[src/rtl/ram_stream_loader.sv]
`default_nettype none
// ============================================================================
//  Module      : ram_stream_loader
//  Description : Moves byte bursts between a valid/ready stream and a
//                single-port synchronous RAM. A load burst writes incoming
//                stream bytes to consecutive RAM addresses; a dump burst
//                reads consecutive RAM addresses out onto a stream.
//  Revision    : 1.0 - initial release
// ============================================================================
module ram_stream_loader #(
  parameter int ADDR_W = 12,
  parameter int DATA_W = 8
) (
  input  logic              clk,
  input  logic              rst,
  // burst control
  input  logic              start_load,
  input  logic              start_dump,
  input  logic [ADDR_W-1:0] base_addr,
  input  logic [ADDR_W:0]   length,
  // input byte stream
  input  logic [DATA_W-1:0] s_data,
  input  logic              s_valid,
  output logic              s_ready,
  // output byte stream
  output logic [DATA_W-1:0] m_data,
  output logic              m_valid,
  input  logic              m_ready,
  // RAM port
  output logic              ram_w_en,
  output logic              ram_r_en,
  output logic [ADDR_W-1:0] ram_address,
  output logic [DATA_W-1:0] ram_data_in,
  input  logic [DATA_W-1:0] ram_data_out,
  // status
  output logic              busy,
  output logic              done,
  output logic [ADDR_W:0]   count
);

  localparam logic [2:0] S_IDLE   = 3'd0;
  localparam logic [2:0] S_LOAD   = 3'd1;
  localparam logic [2:0] S_RD_REQ = 3'd2;
  localparam logic [2:0] S_RD_CAP = 3'd3;
  localparam logic [2:0] S_RD_OUT = 3'd4;
  localparam logic [2:0] S_DONE   = 3'd5;

  localparam logic [ADDR_W:0] C_ZERO = '0;
  localparam logic [ADDR_W:0] C_ONE  = {{ADDR_W{1'b0}}, 1'b1};

  logic [2:0]        state_q,  state_d;
  logic [ADDR_W-1:0] base_q,   base_d;
  logic [ADDR_W:0]   len_q,    len_d;
  logic [ADDR_W:0]   count_q,  count_d;
  logic [DATA_W-1:0] m_data_q, m_data_d;

  logic              w_start;
  logic              w_in_beat;
  logic              w_out_beat;
  logic              w_last;
  logic [ADDR_W:0]   w_count_inc;
  logic [ADDR_W-1:0] w_addr;

  // Either start request counts as a start; load has priority in the FSM.
  assign w_start     = start_load | start_dump;
  assign w_count_inc = count_q + C_ONE;
  // The beat being transferred now is the final one of the burst.
  assign w_last      = (w_count_inc == len_q);
  // Address wraps naturally because only the low ADDR_W bits of count are added.
  assign w_addr      = base_q + count_q[ADDR_W-1:0];
  // Reset gates the input handshake so nothing is written while rst is high.
  assign w_in_beat   = (state_q == S_LOAD) && s_valid && !rst;
  assign w_out_beat  = (state_q == S_RD_OUT) && m_ready;

  // State and datapath registers with synchronous reset.
  always_ff @(posedge clk) begin
    if (rst) begin
      state_q  <= S_IDLE;
      base_q   <= '0;
      len_q    <= '0;
      count_q  <= '0;
      m_data_q <= '0;
    end else begin
      state_q  <= state_d;
      base_q   <= base_d;
      len_q    <= len_d;
      count_q  <= count_d;
      m_data_q <= m_data_d;
    end
  end

  // Next-state logic for the burst sequencer.
  always_comb begin
    state_d = state_q;
    case (state_q)
      S_IDLE: begin
        if (w_start) begin
          if (length == C_ZERO) begin
            state_d = S_DONE;
          end else if (start_load) begin
            state_d = S_LOAD;
          end else begin
            state_d = S_RD_REQ;
          end
        end
      end
      S_LOAD: begin
        if (w_in_beat && w_last) begin
          state_d = S_DONE;
        end
      end
      S_RD_REQ: state_d = S_RD_CAP;
      S_RD_CAP: state_d = S_RD_OUT;
      S_RD_OUT: begin
        if (w_out_beat) begin
          state_d = w_last ? S_DONE : S_RD_REQ;
        end
      end
      S_DONE:   state_d = S_IDLE;
      default:  state_d = S_IDLE;
    endcase
  end

  // Burst parameters, byte counter and captured read data.
  always_comb begin
    base_d   = base_q;
    len_d    = len_q;
    count_d  = count_q;
    m_data_d = m_data_q;
    case (state_q)
      S_IDLE: begin
        if (w_start) begin
          base_d  = base_addr;
          len_d   = length;
          count_d = C_ZERO;
        end
      end
      S_LOAD: begin
        if (w_in_beat) begin
          count_d = w_count_inc;
        end
      end
      S_RD_CAP: m_data_d = ram_data_out;
      S_RD_OUT: begin
        if (w_out_beat) begin
          count_d = w_count_inc;
        end
      end
      default: ;
    endcase
  end

  // Handshake, RAM strobes and status decoded from the current state.
  always_comb begin
    s_ready     = 1'b0;
    m_valid     = 1'b0;
    ram_w_en    = 1'b0;
    ram_r_en    = 1'b0;
    ram_address = '0;
    ram_data_in = '0;
    busy        = (state_q != S_IDLE);
    done        = (state_q == S_DONE);
    case (state_q)
      S_LOAD: begin
        s_ready     = !rst;
        ram_w_en    = w_in_beat;
        ram_address = w_addr;
        ram_data_in = s_data;
      end
      S_RD_REQ: begin
        ram_r_en    = !rst;
        ram_address = w_addr;
      end
      S_RD_OUT: m_valid = 1'b1;
      default: ;
    endcase
  end

  assign m_data = m_data_q;
  assign count  = count_q;

endmodule
`default_nettype wire
[config.mk]
export PLATFORM = sky130hd
export DESIGN_NAME = ram_stream_loader
export DESIGN_NICKNAME = d
export VERILOG_FILES = /design/src/rtl/ram_stream_loader.sv
export SDC_FILE = /design/constraint.sdc
export NUM_CORES = 1
export LEC_CHECK = 0
export ABC_AREA = 1
export BUFFER_PORTS_ARGS = -buffer_cell sky130_fd_sc_hd__buf_2
export CAP_MARGIN = 15
export CORE_UTILIZATION = 49
export CTS_CLUSTER_SIZE = 25
export DETAILED_ROUTE_END_ITERATION = 16
export PLACE_DENSITY = 0.87
export SETUP_SLACK_MARGIN = 0.5
export SYNTH_ARGS = -nofsm -noshare
export SYNTH_HDL_FRONTEND = slang
export SYNTH_SLANG_ARGS = --single-unit
[constraint.sdc]
create_clock -name clk -period 2.2 [get_ports clk]
set_clock_uncertainty 0.15 [all_clocks]
set_input_delay 0.22 -clock clk [delete_from_list [all_inputs] [get_ports clk]]
set_output_delay 0.22 -clock clk [all_outputs]
set_load 0.005 [all_outputs]
==> impl_metrics.json <==
{
  "rsz0062_at_grt": "true",
  "dr.pass1.iters": 8,
  "antenna_found_initial": 0,
  "clockBufferDepth": 2,
  "drc": 0,
  "violations": "negative hold slack, negative setup slack",
  "gr-total-overflow": 0,
  "vias": 4262,
  "cts_root_buffer": "clkbuf_8",
  "synth_cells": 500,
  "synth.area.top_cells": "dfxtp_1, nand2_1, a21oi_1",
  "end_kind": "register",
  "ys_ff_latch": 49,
  "finalMaxSlewViolations": 0,
  "die_x_um": 81.85,
  "placed_cell_area_um2": 3864,
  "post-dp-hpwl_um": 6742,
  "synth_edf_count": 0,
  "dieArea_um2": 6699,
  "slowest_stage": "dfxtp_4",
  "gp_congestion": 0.9292,
  "nNetsFinal": 705,
  "crit_buf_inv": 2,
  "htreeDepth": 2,
  "max_slew_margin": 0.6074,
  "die-height_um": 81.85,
  "grt_pass1_vias": 3706,
  "layout_min_cycle_time_ns": 2.570,
  "synthArstFlopShare": 0,
  "grt_max_degree": 28,
  "hold_viol_final": 3,
  "synth_top_area_cell": "dfxtp_1",
  "cap_violations": 0,
  "area_delta_synth_final_pct": 58.39,
  "via_per_inst": 5.911,
  "yosysMostFrequentCell": "nand2_1",
  "critPathMaxFanout": 3,
  "startpoint_type": "register",
  "wl_per_cell_um": 17.95,
  "drive_gt1_frac": 0.4659,
  "core_um2": 6026,
  "clkLatencyLatePin_ns": 0.31,
  "status": "complete, but fails checks",
  "syn_avg_cell_area_um2": 6.248,
  "wirelength_um": 12940,
  "drt_iter0_markers": 601,
  "critical_path.top_delay_family": "simple AND/OR/NAND/NOR gates",
  "powerDensity_nw_per_um2": 1019,
  "max_stage_delay_ns": 0.38,
  "arrival_ns": 2.67,
  "fin_hold_ws_ns": -0.01289,
  "hold_class": "in2reg",
  "rows": 28,
  "crit_top_cell": "nand2_1",
  "crit_chain": "buf_6, ha_4, buf_4, nand3_4, nand2_1, nand3_1, nand2_1, nor2_1, nand2_1, nor3_2, nand4_1, nand2_1, nand2_2, nand2_1, nand2_1, nor2_1",
  "antenna_cells": 0,
  "pin_count": 94,
  "start_util": 0.5185,
  "io_buffer_count": 93,
  "synth-seq-area-share": 0.3140,
  "cp.required_ns": 2.30,
  "fmax_ghz": 0.3890,
  "worstMarginPinSlew_ns": 0.5882,
  "final_cell_area_um2": 4949,
  "p_leak_nw": 2.247,
  "setup_tns_ns": -1.655,
  "antenna_left": 0,
  "grt_usage": 0.3231,
  "clk_pin_slew_ns": 0.09,
  "critPathKind": "reg2reg",
  "peakVddDrop_uv": 1000,
  "numCtsBuffers": 5,
  "synth_top_cell_area_share": 0.3140,
  "ys_types": 34,
  "worst_slack_ns": -0.3705,
  "fin_crit_sh": 1.168,
  "clock_sinks": 49,
  "netlist_area_um2": 3124,
  "finalSetupViolCount": 10,
  "cts_tree": "done",
  "dp_slack_ns": 0.05830,
  "synth.net_count": 560,
  "synth_warnings": 0,
  "synth_common_cells": "nand2_1, nor2_1, inv_1",
  "synth-main-ff-cell": "dfxtp_1",
  "grt_pass1_wl_um": 16590,
  "post-route-util": 0.8212
}
-- sequential cells by signal, summed over array words and instances (netlist names) --
| signal | flops |
|---|---|
| count | 13 |
| len_q | 13 |
| base_q | 12 |
| m_data | 8 |
| state_q | 3 |
-- worst reg2reg max path, cell delays in order, from the launching register on --
cell and delay [ns]:
dfxtp_4 0.38, buf_6 0.13, ha_4 0.17, buf_4 0.15, nand3_4 0.10, nand2_1 0.08
nand3_1 0.12, nand2_1 0.08, nor2_1 0.15, nand2_1 0.10, nor3_2 0.28, nand4_1 0.16
nand2_1 0.11, nand2_2 0.08, nand2_1 0.09, nand2_1 0.06, nor2_1 0.13
-- power breakdown --
group          leakage, nW  total [mW]  internal, mW  switching, mW
logic                 1.79        3.15          1.24           1.91
registers            0.413        1.35          1.13          0.215
clock network       0.0439       0.538         0.220          0.318
-- stage by stage --
step | hold WS (ns) | cells | power (mW)
after floorplan | 0.2049 | 500 | 2.614
after global routing | -0.009934 | 721 | 5.306
after detailed placement | 0.2994 | 664 | 3.300
after global placement | 0.2902 | 664 | 3.232
final | -0.01289 | 721 | 5.041
after CTS | 0.001101 | 708 | 4.386
-- routing by layer --
| layer | track usage | wire length [um] | vias to the layer above |
|---|---|---|---|
| met3 | 0.05556 | 1253 | 101 |
| met2 | 0.5744 | 6057 | 328 |
| li1 | - | - | 1923 |
| met5 | 0 | 0 | - |
| met1 | 0.3732 | 4779 | 1910 |
| met4 | 0.1491 | 853 | 0 |
-- cell type report --
| class | count | area [um2] |
|---|---|---|
| Clock inverter | 3 | 17.52 |
| Inverter | 61 | 254.0 |
| Tap cell | 75 | 93.84 |
| Clock buffer | 5 | 68.82 |
| Sequential cell | 49 | 1032 |
| Timing Repair Buffer | 151 | 1005 |
| Timing Repair inverter | 1 | 7.507 |
| Fill cell | 330 | 1077 |
| Multi-Input combinational cell | 376 | 2470 |
-- cells by family (layout without fill, tap and decap cells) --
family	after synthesis	in the layout	share of synthesized area
and+or+nand+nor	261	261	0.3636
buffers and inverters	75	221	0.09291
adders and majority gates	13	13	0.05446
AOI/OAI and AO/OA	98	98	0.1638
DFF	49	49	0.3140
xor gates and xnor gates	4	4	0.01121
-- what timing repair did --
action                                  4_1_cts  5_1_grt
endpoints found under the hold margin         5        0
resized for setup                            89       90
hold buffers                                  5        0
gates cloned                                  1        0
endpoints found under the setup margin       31       53
pin swaps                                    38       40
setup buffers                                30       13
-- cell usage in the layout, fill, tap and decap left out, types with 3 or more instances in the layout --
cell / Yosys / final
nand2_2: 1 / 20
buf_12: 0 / 3
dfxtp_4: 0 / 11
buf_6: 1 / 13
inv_4: 0 / 4
nor2_4: 4 / 21
xor2_1: 4 / 4
dlygate4sd3_1: 0 / 5
clkbuf_8: 0 / 5
a21oi_2: 0 / 16
ha_4: 0 / 11
nor2_2: 2 / 6
buf_2: 1 / 91
nand3_2: 1 / 12
nand2_1: 121 / 95
nand4_1: 8 / 8
buf_4: 0 / 39
a21oi_1: 57 / 39
dfxtp_2: 0 / 8
nand3b_1: 3 / 3
nor2_1: 70 / 49
o21ai_2: 1 / 7
nand2_4: 0 / 6
dfxtp_1: 49 / 30
inv_1: 59 / 49
inv_2: 2 / 5
o21ai_0: 32 / 20
o21ai_1: 1 / 5
nand3_1: 43 / 30
-- path summary, 6_finish.rpt --
path	start	end	slack [ns]	depth (start not counted)
worst max-delay path	count[1]	state_q[2]	-0.37	16
worst min register to register	len_q[0]	len_q[0]	0.33	2
worst max register to register	count[1]	state_q[2]	-0.37	16
worst min-delay path	ram_data_out[0]	m_data[0]	-0.01	3
No activity file was read; power rests on OpenSTA's default activity.
